`src/rtl/decoder.sv`:
```
// Hard-decision Viterbi decoder for the rate-1/2, K=3 (g=111,101) convolutional code.
// Register-exchange survivors of depth 16 with 8-bit path metrics normalised every symbol.
module decoder (
  input  logic       clk,
  input  logic       rst,
  input  logic       enable,
  input  logic [1:0] d_in,
  output logic       d_out
);

  localparam int unsigned NS  = 4;
  localparam int unsigned D   = 16;
  localparam int unsigned PMW = 8;
  localparam logic [PMW-1:0] PM_ZERO  = 8'd0;
  localparam logic [PMW-1:0] PM_OTHER = 8'd16;

  logic [PMW-1:0] pm_r      [NS];
  logic [D-1:0]   sv_r      [NS];
  logic           d_out_r;

  logic [PMW:0]   acs_s     [NS];
  logic [D-1:0]   sv_next_s [NS];
  logic [PMW-1:0] pm_next_s [NS];
  logic [PMW:0]   min_s;
  logic [1:0]     best_s;

  // Code symbol {c1,c0} emitted when input u leaves encoder state pred={s1,s0}
  function automatic logic [1:0] branch_symbol(input logic [1:0] pred, input logic u);
    branch_symbol = {u ^ pred[1] ^ pred[0], u ^ pred[0]};
  endfunction

  // Hamming distance between two 2-bit symbols (0..2)
  function automatic logic [1:0] hamming2(input logic [1:0] a, input logic [1:0] b);
    logic [1:0] x;
    x        = a ^ b;
    hamming2 = {1'b0, x[1]} + {1'b0, x[0]};
  endfunction

  // Add-compare-select per next state {u,a}; on a tie the predecessor {a,0} is kept
  always_comb begin
    logic [1:0]   nxt_v;
    logic [1:0]   p0_v;
    logic [1:0]   p1_v;
    logic         u_v;
    logic [PMW:0] c0_v;
    logic [PMW:0] c1_v;
    nxt_v = 2'b00;
    p0_v  = 2'b00;
    p1_v  = 2'b00;
    u_v   = 1'b0;
    c0_v  = 9'd0;
    c1_v  = 9'd0;
    for (int n = 0; n < NS; n++) begin
      nxt_v = 2'(n);
      u_v   = nxt_v[1];
      p0_v  = {nxt_v[0], 1'b0};
      p1_v  = {nxt_v[0], 1'b1};
      c0_v  = {1'b0, pm_r[p0_v]} + {7'd0, hamming2(d_in, branch_symbol(p0_v, u_v))};
      c1_v  = {1'b0, pm_r[p1_v]} + {7'd0, hamming2(d_in, branch_symbol(p1_v, u_v))};
      if (c1_v < c0_v) begin
        acs_s[n]     = c1_v;
        sv_next_s[n] = D'({sv_r[p1_v], u_v});
      end else begin
        acs_s[n]     = c0_v;
        sv_next_s[n] = D'({sv_r[p0_v], u_v});
      end
    end
  end

  // Smallest new metric and the lowest-index state holding it
  always_comb begin
    min_s  = acs_s[0];
    best_s = 2'd0;
    for (int n = 1; n < NS; n++) begin
      if (acs_s[n] < min_s) begin
        min_s  = acs_s[n];
        best_s = 2'(n);
      end else begin
        min_s  = min_s;
        best_s = best_s;
      end
    end
  end

  // Normalise so the best metric is zero; metric spread stays far below 2^8
  always_comb begin
    for (int n = 0; n < NS; n++) begin
      pm_next_s[n] = PMW'(acs_s[n] - min_s);
    end
  end

  // Metric, survivor and output registers; everything holds while enable is low
  always_ff @(posedge clk or negedge rst) begin
    if (!rst) begin
      pm_r[0] <= PM_ZERO;
      for (int n = 1; n < NS; n++) begin
        pm_r[n] <= PM_OTHER;
      end
      for (int n = 0; n < NS; n++) begin
        sv_r[n] <= 16'd0;
      end
      d_out_r <= 1'b0;
    end else if (enable) begin
      for (int n = 0; n < NS; n++) begin
        pm_r[n] <= pm_next_s[n];
        sv_r[n] <= sv_next_s[n];
      end
      d_out_r <= sv_next_s[best_s][D-1];
    end
  end

  assign d_out = d_out_r;

endmodule

```
`config.mk`:
```
export PLATFORM = sky130hd
export DESIGN_NAME = decoder
export DESIGN_NICKNAME = d
export VERILOG_FILES = /design/src/rtl/decoder.sv
export SDC_FILE = /design/constraint.sdc
export NUM_CORES = 1
export LEC_CHECK = 0
export BUFFER_PORTS_ARGS = -buffer_cell sky130_fd_sc_hd__buf_4
export CORE_UTILIZATION = 53
export CTS_CLUSTER_SIZE = 10
export DETAILED_ROUTE_END_ITERATION = 7
export PLACE_DENSITY = 0.71
export SLEW_MARGIN = 20
export SYNTH_ARGS = -nofsm -noshare
export SYNTH_HDL_FRONTEND = slang
export SYNTH_SLANG_ARGS = --single-unit
```
`constraint.sdc`:
```
create_clock -name clk -period 11.6 [get_ports clk]
set_clock_uncertainty 0.1 [all_clocks]
set_input_delay 1.16 -clock clk [delete_from_list [all_inputs] [get_ports clk]]
set_output_delay 1.16 -clock clk [all_outputs]
set_load 0.01 [all_outputs]
```
Yosys cells after proc, flatten, opt, wreduce, memory -nomap -nowiden
Index checks and enable logic that the tools add are counted.
Operators by class
  add/sub/neg operators: 16
  magnitude comparators: 8
  muxes and demuxes: 17
  bitwise logic cells: 4
Operators with widths (number)
  $mux 16: 6
  $add 8x2->9: 8
  $lt 9x9->1: 7
  $mux 9: 6
  $bmux 16 s2: 1
  $sub 8x8->8: 4
  $add 1x1->2: 4
  $mux 8: 1
  $mux 2: 2
  $ge 3x3->1 const B: 1
  $not 2->3: 1
  $not 1->1: 2
  $not 2->2: 1
  $mux 1: 1
Word-level totals
  flip-flop bits (word level): 93
  input port bits: 5
  output and inout port bits: 1
  logic and storage cells: 54

Longest topological paths before layout
  word-level depth: 15
  depth in mapped cells: 61
  mapped depth without buffers: 57

Worst setup path after synthesis
No wires, ideal clock.
  kind: input -> register
  start: input port d_in[0]
  end: register pm_r[14] (netlist name)
  setup time: 0.137 ns
  arrival time: 11.787 ns
  required time: 11.363 ns
  slack: -0.424 ns
  cell stages on the path: 56
  buffers on the path: 4
  cells stage by stage: inv_1 ha_1 ha_1 nor2b_1 o311ai_2 nor2_1 xnor2_1 inv_1 ha_1 o221ai_1 o211a_1 o31ai_4 clkbuf_1 mux2i_1 inv_1 ha_1 a21o_1 a21oi_1 (+20 left out) nor2_1 nand3_1 a41o_1 o21ai_2 maj3_1 a21oi_1 buf_2 a21oi_1 ha_1 inv_1 ha_1 a31o_2 nor2_1 a221oi_1 maj3_1 maj3_1 xnor2_1 a21oi_1
Between the ends
  cells in the longest elaborated chain, start to end: 12
  elaborated cells on any way between the ends: 29
  classes of those cells: add/sub (13); order compare (7); mux (7); bitwise (2)
Ends and longest elaborated chain
  start, declared: RTL line 7  | input logic [1:0] d_in,
  $not 1->1 (no line) or $not 2->2 (tied branches)
  $add 1x1->2: RTL line 36  | hamming2 = {1'b0, x[1]} + {1'b0, x[0]};
  $add 8x2->9: RTL line 59  | c1_v = {1'b0, pm_r[p1_v]} + {7'd0, hamming2(d_in, branch_symbol(p1_v, u_v))};
  $lt 9x9->1: RTL line 60  | if (c1_v < c0_v) begin
  $mux 9: RTL line 60
  $lt 9x9->1: RTL line 75  | if (acs_s[n] < min_s) begin
  $mux 9: RTL line 75
  $lt 9x9->1: RTL line 75
  $mux 9: RTL line 75
  $lt 9x9->1: RTL line 75
  $mux 8: RTL line 75
  $sub 8x8->8 (*): RTL line 88  | pm_next_s[n] = PMW'(acs_s[n] - min_s);
  end signal, assigned by index: RTL line 105  | pm_r[n] <= pm_next_s[n];
  end, declared: RTL line 17  | logic [PMW-1:0] pm_r [NS];
Every way passes the cells marked *; elsewhere a longest branch is shown, timed or not.
A chain may end at the register's enable or synchronous reset.

Final worst setup path
  start: input port d_in[0]
  end: register pm_r[6] (netlist name)
Same word-level chain as after synthesis.

==> impl_results.html <==
<table>
<tr><th>Metric</th><th>Value</th></tr>
<tr><th colspan="2">STA</th></tr>
<tr><td>Min Tclk post-route</td><td>around 11 ns</td></tr>
<tr><td>Worst slew margin relative to its limit</td><td>a little over two fifths</td></tr>
<tr><td>Highest Clock Rate</td><td>approximately 0.09 GHz</td></tr>
<tr><td>Total negative slack for setup checks</td><td>0 ns</td></tr>
<tr><td>Total count of hold-check failures in the final report</td><td>0</td></tr>
<tr><td>Max-slew violation count</td><td>0</td></tr>
<tr><td>Setup violators final</td><td>0</td></tr>
<tr><td>Least-Margin Pin Slew</td><td>~0.84 ns</td></tr>
<tr><td>Final setup margin</td><td>roughly 0.36 ns</td></tr>
<tr><td>Crit share post-route</td><td>between 90% and 100%</td></tr>
<tr><th colspan="2">Clock tree</th></tr>
<tr><td>CTS Root Cell</td><td>sky130_fd_sc_hd__clkbuf_16</td></tr>
<tr><td>Bufs on Longest Clock Path</td><td>2</td></tr>
<tr><td>Worst-skew pair later-pin latency</td><td>~0.36 ns</td></tr>
<tr><td>Reg clk slew, reported paths</td><td>roughly 0.070 ns</td></tr>
<tr><td>TritonCTS clock tree</td><td>built</td></tr>
<tr><td>Number of CTS-inserted buffers</td><td>9</td></tr>
<tr><td>Number of H-tree levels</td><td>3</td></tr>
<tr><td>Clock tree sinks</td><td>88</td></tr>
<tr><th colspan="2">Floorplanning</th></tr>
<tr><td>I/O pins</td><td>6</td></tr>
<tr><td>Die area</td><td>between 15000 and 20000 sq um</td></tr>
<tr><td>Die width</td><td>around 130 um</td></tr>
<tr><td>Total core area</td><td>16100 sq um</td></tr>
<tr><td>Count of standard-cell rows</td><td>between 40 and 50</td></tr>
<tr><td>Initial Utilization</td><td>roughly 55%</td></tr>
<tr><td>Chip Height</td><td>about 130 um</td></tr>
<tr><th colspan="2">Placed design</th></tr>
<tr><td>Detail Placement HPWL</td><td>around 18000 um</td></tr>
<tr><td>Worst setup timing slack at the placement stage</td><td>-0.454 ns</td></tr>
<tr><td>Last weighted congestion value of the routability-driven placer</td><td>0.948</td></tr>
<tr><td># port buffers</td><td>5</td></tr>
<tr><th colspan="2">Routing</th></tr>
<tr><td>Average wire per cell in the routed design</td><td>18.4 um</td></tr>
<tr><td>Average via count per standard cell</td><td>between 6 and 7</td></tr>
<tr><td>Detailed Routing Iterations Pass 1</td><td>5</td></tr>
<tr><td>Number of violations reported at the end of detailed-routing iteration 0</td><td>about 740</td></tr>
<tr><td>Remaining antenna violation count</td><td>0</td></tr>
<tr><td>Total via count in the routed design</td><td>8060</td></tr>
<tr><td>DR DRC count</td><td>0</td></tr>
<tr><td>Sum of routed wire length over all layers</td><td>between 20000 and 25000 um</td></tr>
<tr><th colspan="2">Critical path</th></tr>
<tr><td>Critical path data arrival time</td><td>11.38 ns</td></tr>
<tr><td>Endpoint of the most critical setup path</td><td>pm_r[6]</td></tr>
<tr><td>Worst reg2reg endpoint</td><td>pm_r[6]</td></tr>
<tr><td>Buf+Inv Stages, Crit Path</td><td>8</td></tr>
<tr><td>Path type of the worst setup path</td><td>in2reg</td></tr>
<tr><td>Critical path launch point</td><td>d_in[0]</td></tr>
<tr><td>Largest delay share family, worst path</td><td>compound AO/OA/AOI/OAI gates</td></tr>
<tr><td>Most prevalent standard cell on the critical path</td><td>sky130_fd_sc_hd__ha_1</td></tr>
<tr><td>Category of the worst setup path capture point</td><td>register</td></tr>
<tr><td>R2R cell count</td><td>55</td></tr>
<tr><td>Worst setup slack for register-to-register paths</td><td>approximately 1.2 ns</td></tr>
<tr><td>R2R Path Start</td><td>pm_r[16]</td></tr>
<tr><td>Slowest cell delay on critical path</td><td>0.42 ns</td></tr>
<tr><td>Critical path depth in cells</td><td>58</td></tr>
<tr><td>Worst Path Max Fanout</td><td>8</td></tr>
<tr><td>Crit start category</td><td>input pin</td></tr>
<tr><td>Critical path's slowest cell</td><td>sky130_fd_sc_hd__o311ai_2</td></tr>
<tr><td>Endpoint required time on the critical path</td><td>between 10 and 15 ns</td></tr>
<tr><th colspan="2">Finish</th></tr>
<tr><td>Layout Utilization</td><td>just over 60%</td></tr>
<tr><td>Nets@finish</td><td>roughly 1.2k</td></tr>
<tr><td>Ant diodes</td><td>0</td></tr>
<tr><td>Area Overhead vs Synth</td><td>13.1%</td></tr>
<tr><td>Fraction of layout cells with a size suffix above 1</td><td>between 15 and 20%</td></tr>
<tr><th colspan="2">Synth</th></tr>
<tr><td>Synth Register Bits</td><td>a little under 90</td></tr>
<tr><td>Prevailing post-synth register cell</td><td>sky130_fd_sc_hd__dfrtp_1</td></tr>
<tr><td>Biggest area contributors in the synthesized netlist</td><td>sky130_fd_sc_hd__dfrtp_1 24%, sky130_fd_sc_hd__ha_1 11%, sky130_fd_sc_hd__mux2i_1 8.0%</td></tr>
<tr><td>Top cell type by total area after synthesis</td><td>sky130_fd_sc_hd__dfrtp_1</td></tr>
<tr><td>Post-synthesis cell count</td><td>1071</td></tr>
<tr><td>Most frequent cells after synthesis</td><td>121 x sky130_fd_sc_hd__nor2_1, 106 x sky130_fd_sc_hd__a21oi_1, 85 x sky130_fd_sc_hd__dfrtp_1</td></tr>
<tr><td>Post-synthesis cell area</td><td>about 8800 sq um</td></tr>
<tr><td>Cell with the most instances after synthesis</td><td>sky130_fd_sc_hd__nor2_1</td></tr>
<tr><td>Mean cell area of the mapped netlist</td><td>8.22 sq um</td></tr>
<tr><td>Net count of the mapped netlist</td><td>1152</td></tr>
<tr><td>Top-area cell type share of the netlist area</td><td>about a quarter</td></tr>
<tr><td>EDFF count, synth</td><td>0</td></tr>
<tr><td>Count of synthesis-stage warnings from yosys</td><td>0</td></tr>
<tr><td>Yosys cell types</td><td>80</td></tr>
<tr><td>Asr flop ratio synth</td><td>100%</td></tr>
<tr><td>Seq/Total Area, Yosys</td><td>25.1%</td></tr>
<tr><th colspan="2">Status</th></tr>
<tr><td>Status</td><td>completed</td></tr>
<tr><th colspan="2">Run</th></tr>
<tr><td>Max Cap Violations</td><td>0</td></tr>
<tr><th colspan="2">Hold path</th></tr>
<tr><td>Hold WC Path Type</td><td>reg2reg</td></tr>
<tr><th colspan="2">GRT</th></tr>
<tr><td>Number of global-route vias before repair</td><td>7248</td></tr>
<tr><td>First-pass GRT wire length</td><td>approximately 38000 um</td></tr>
<tr><td>Largest net degree at the start of global routing</td><td>92</td></tr>
<tr><td>Number of antenna violations at the first check in global routing</td><td>0</td></tr>
<tr><td>Global routing usage summed across all routing layers</td><td>around 29%</td></tr>
<tr><td>Total congestion overflow after global routing</td><td>0</td></tr>
</table>
==> worst min-delay path by stage <==
stage,startpoint,end,cells after the start,slack (ns)
floorplan,sv_r[0],sv_r[0],1,0.34
global placement,sv_r[0],sv_r[0],1,0.35
detailed placement,sv_r[0],sv_r[0],1,0.36
CTS,sv_r[0],sv_r[0],1,0.38
global route,sv_r[0],sv_r[0],1,0.39
finish,sv_r[0],sv_r[0],1,0.38
==> sequential cells by signal, summed over array words and instances, names as in the netlist <==
register	count
sv_r	55
d_out	1
pm_r	32
==> layout make-up <==
class                           count  area (sq um)
Clock inverter                      6          57.6
Multi-Input combinational cell    872          6410
Clock buffer                       10           229
Fill cell                        1404          6100
Tap cell                          216           270
Inverter                           57           214
Timing Repair Buffer               75           576
Sequential cell                    88          2210
==> logic make-up after synthesis <==
logic type / Yosys count / synth area share (%)
AO/OA/AOI/OAI: 288 / 21.8
AND/OR/NAND/NOR: 320 / 17.0
buffers and inverters: 111 / 4.96
flip-flops: 88 / 25.1
adder cells (fa/ha/maj): 82 / 11.5
XOR/XNOR: 91 / 9.05
multiplexers: 91 / 10.6
==> routing by layer <==
metal | routed length [um] | vias up | part of all wire [%] | GRT usage (%)
met5 | 0 | - | 0 | 0
met4 | 626 | 0 | 2.6 | 9.26
met3 | 1270 | 42 | 5.2 | 3.75
met2 | 10900 | 259 | 45 | 45.7
met1 | 11600 | 3852 | 48 | 41.5
li1 | - | 3907 | - | -
==> repair_timing <==
| item | CTS | global route |
|---|---|---|
| gates cloned | 0 | 0 |
| hold buffers | 0 | 0 |
| gates resized for setup | 1 | 48 |
| buffers inserted | 0 | 19 |
| endpoints found under the setup margin | 3 | 19 |
| endpoints found under the hold margin | 0 | 0 |
| pin swaps | 0 | 12 |
==> cell usage in the layout, fill, tap and decap left out, types with 15 or more instances in the layout <==
| master | instances |
|---|---|
| sky130_fd_sc_hd__xnor2_1 | 58 |
| sky130_fd_sc_hd__nor3_1 | 25 |
| sky130_fd_sc_hd__o21ai_0 | 49 |
| sky130_fd_sc_hd__inv_1 | 53 |
| sky130_fd_sc_hd__buf_4 | 74 |
| sky130_fd_sc_hd__nor2_1 | 118 |
| sky130_fd_sc_hd__mux2i_1 | 67 |
| sky130_fd_sc_hd__ha_1 | 70 |
| sky130_fd_sc_hd__xor2_1 | 33 |
| sky130_fd_sc_hd__a21oi_1 | 97 |
| sky130_fd_sc_hd__dfrtp_1 | 85 |
| sky130_fd_sc_hd__nand2_1 | 78 |
| sky130_fd_sc_hd__nand3_1 | 20 |
| sky130_fd_sc_hd__nor2b_1 | 15 |
| sky130_fd_sc_hd__mux2_2 | 20 |
==> through the flow <==
| stage | instances | instance area [sq um] | hold WS (ns) |
|---|---|---|---|
| final | 1324 | 9960 | 0.377 |
| after global routing | 1324 | 9960 | 0.394 |
| after CTS | 1305 | 9600 | 0.376 |
| after detailed placement | 1289 | 9310 | 0.358 |
| after global placement | 1289 | 9310 | 0.351 |
| after floorplan | 1071 | 8830 | 0.339 |
Power is not shown: default switching activity piles up to over one toggle a cycle in this logic, so the estimate is an artifact.
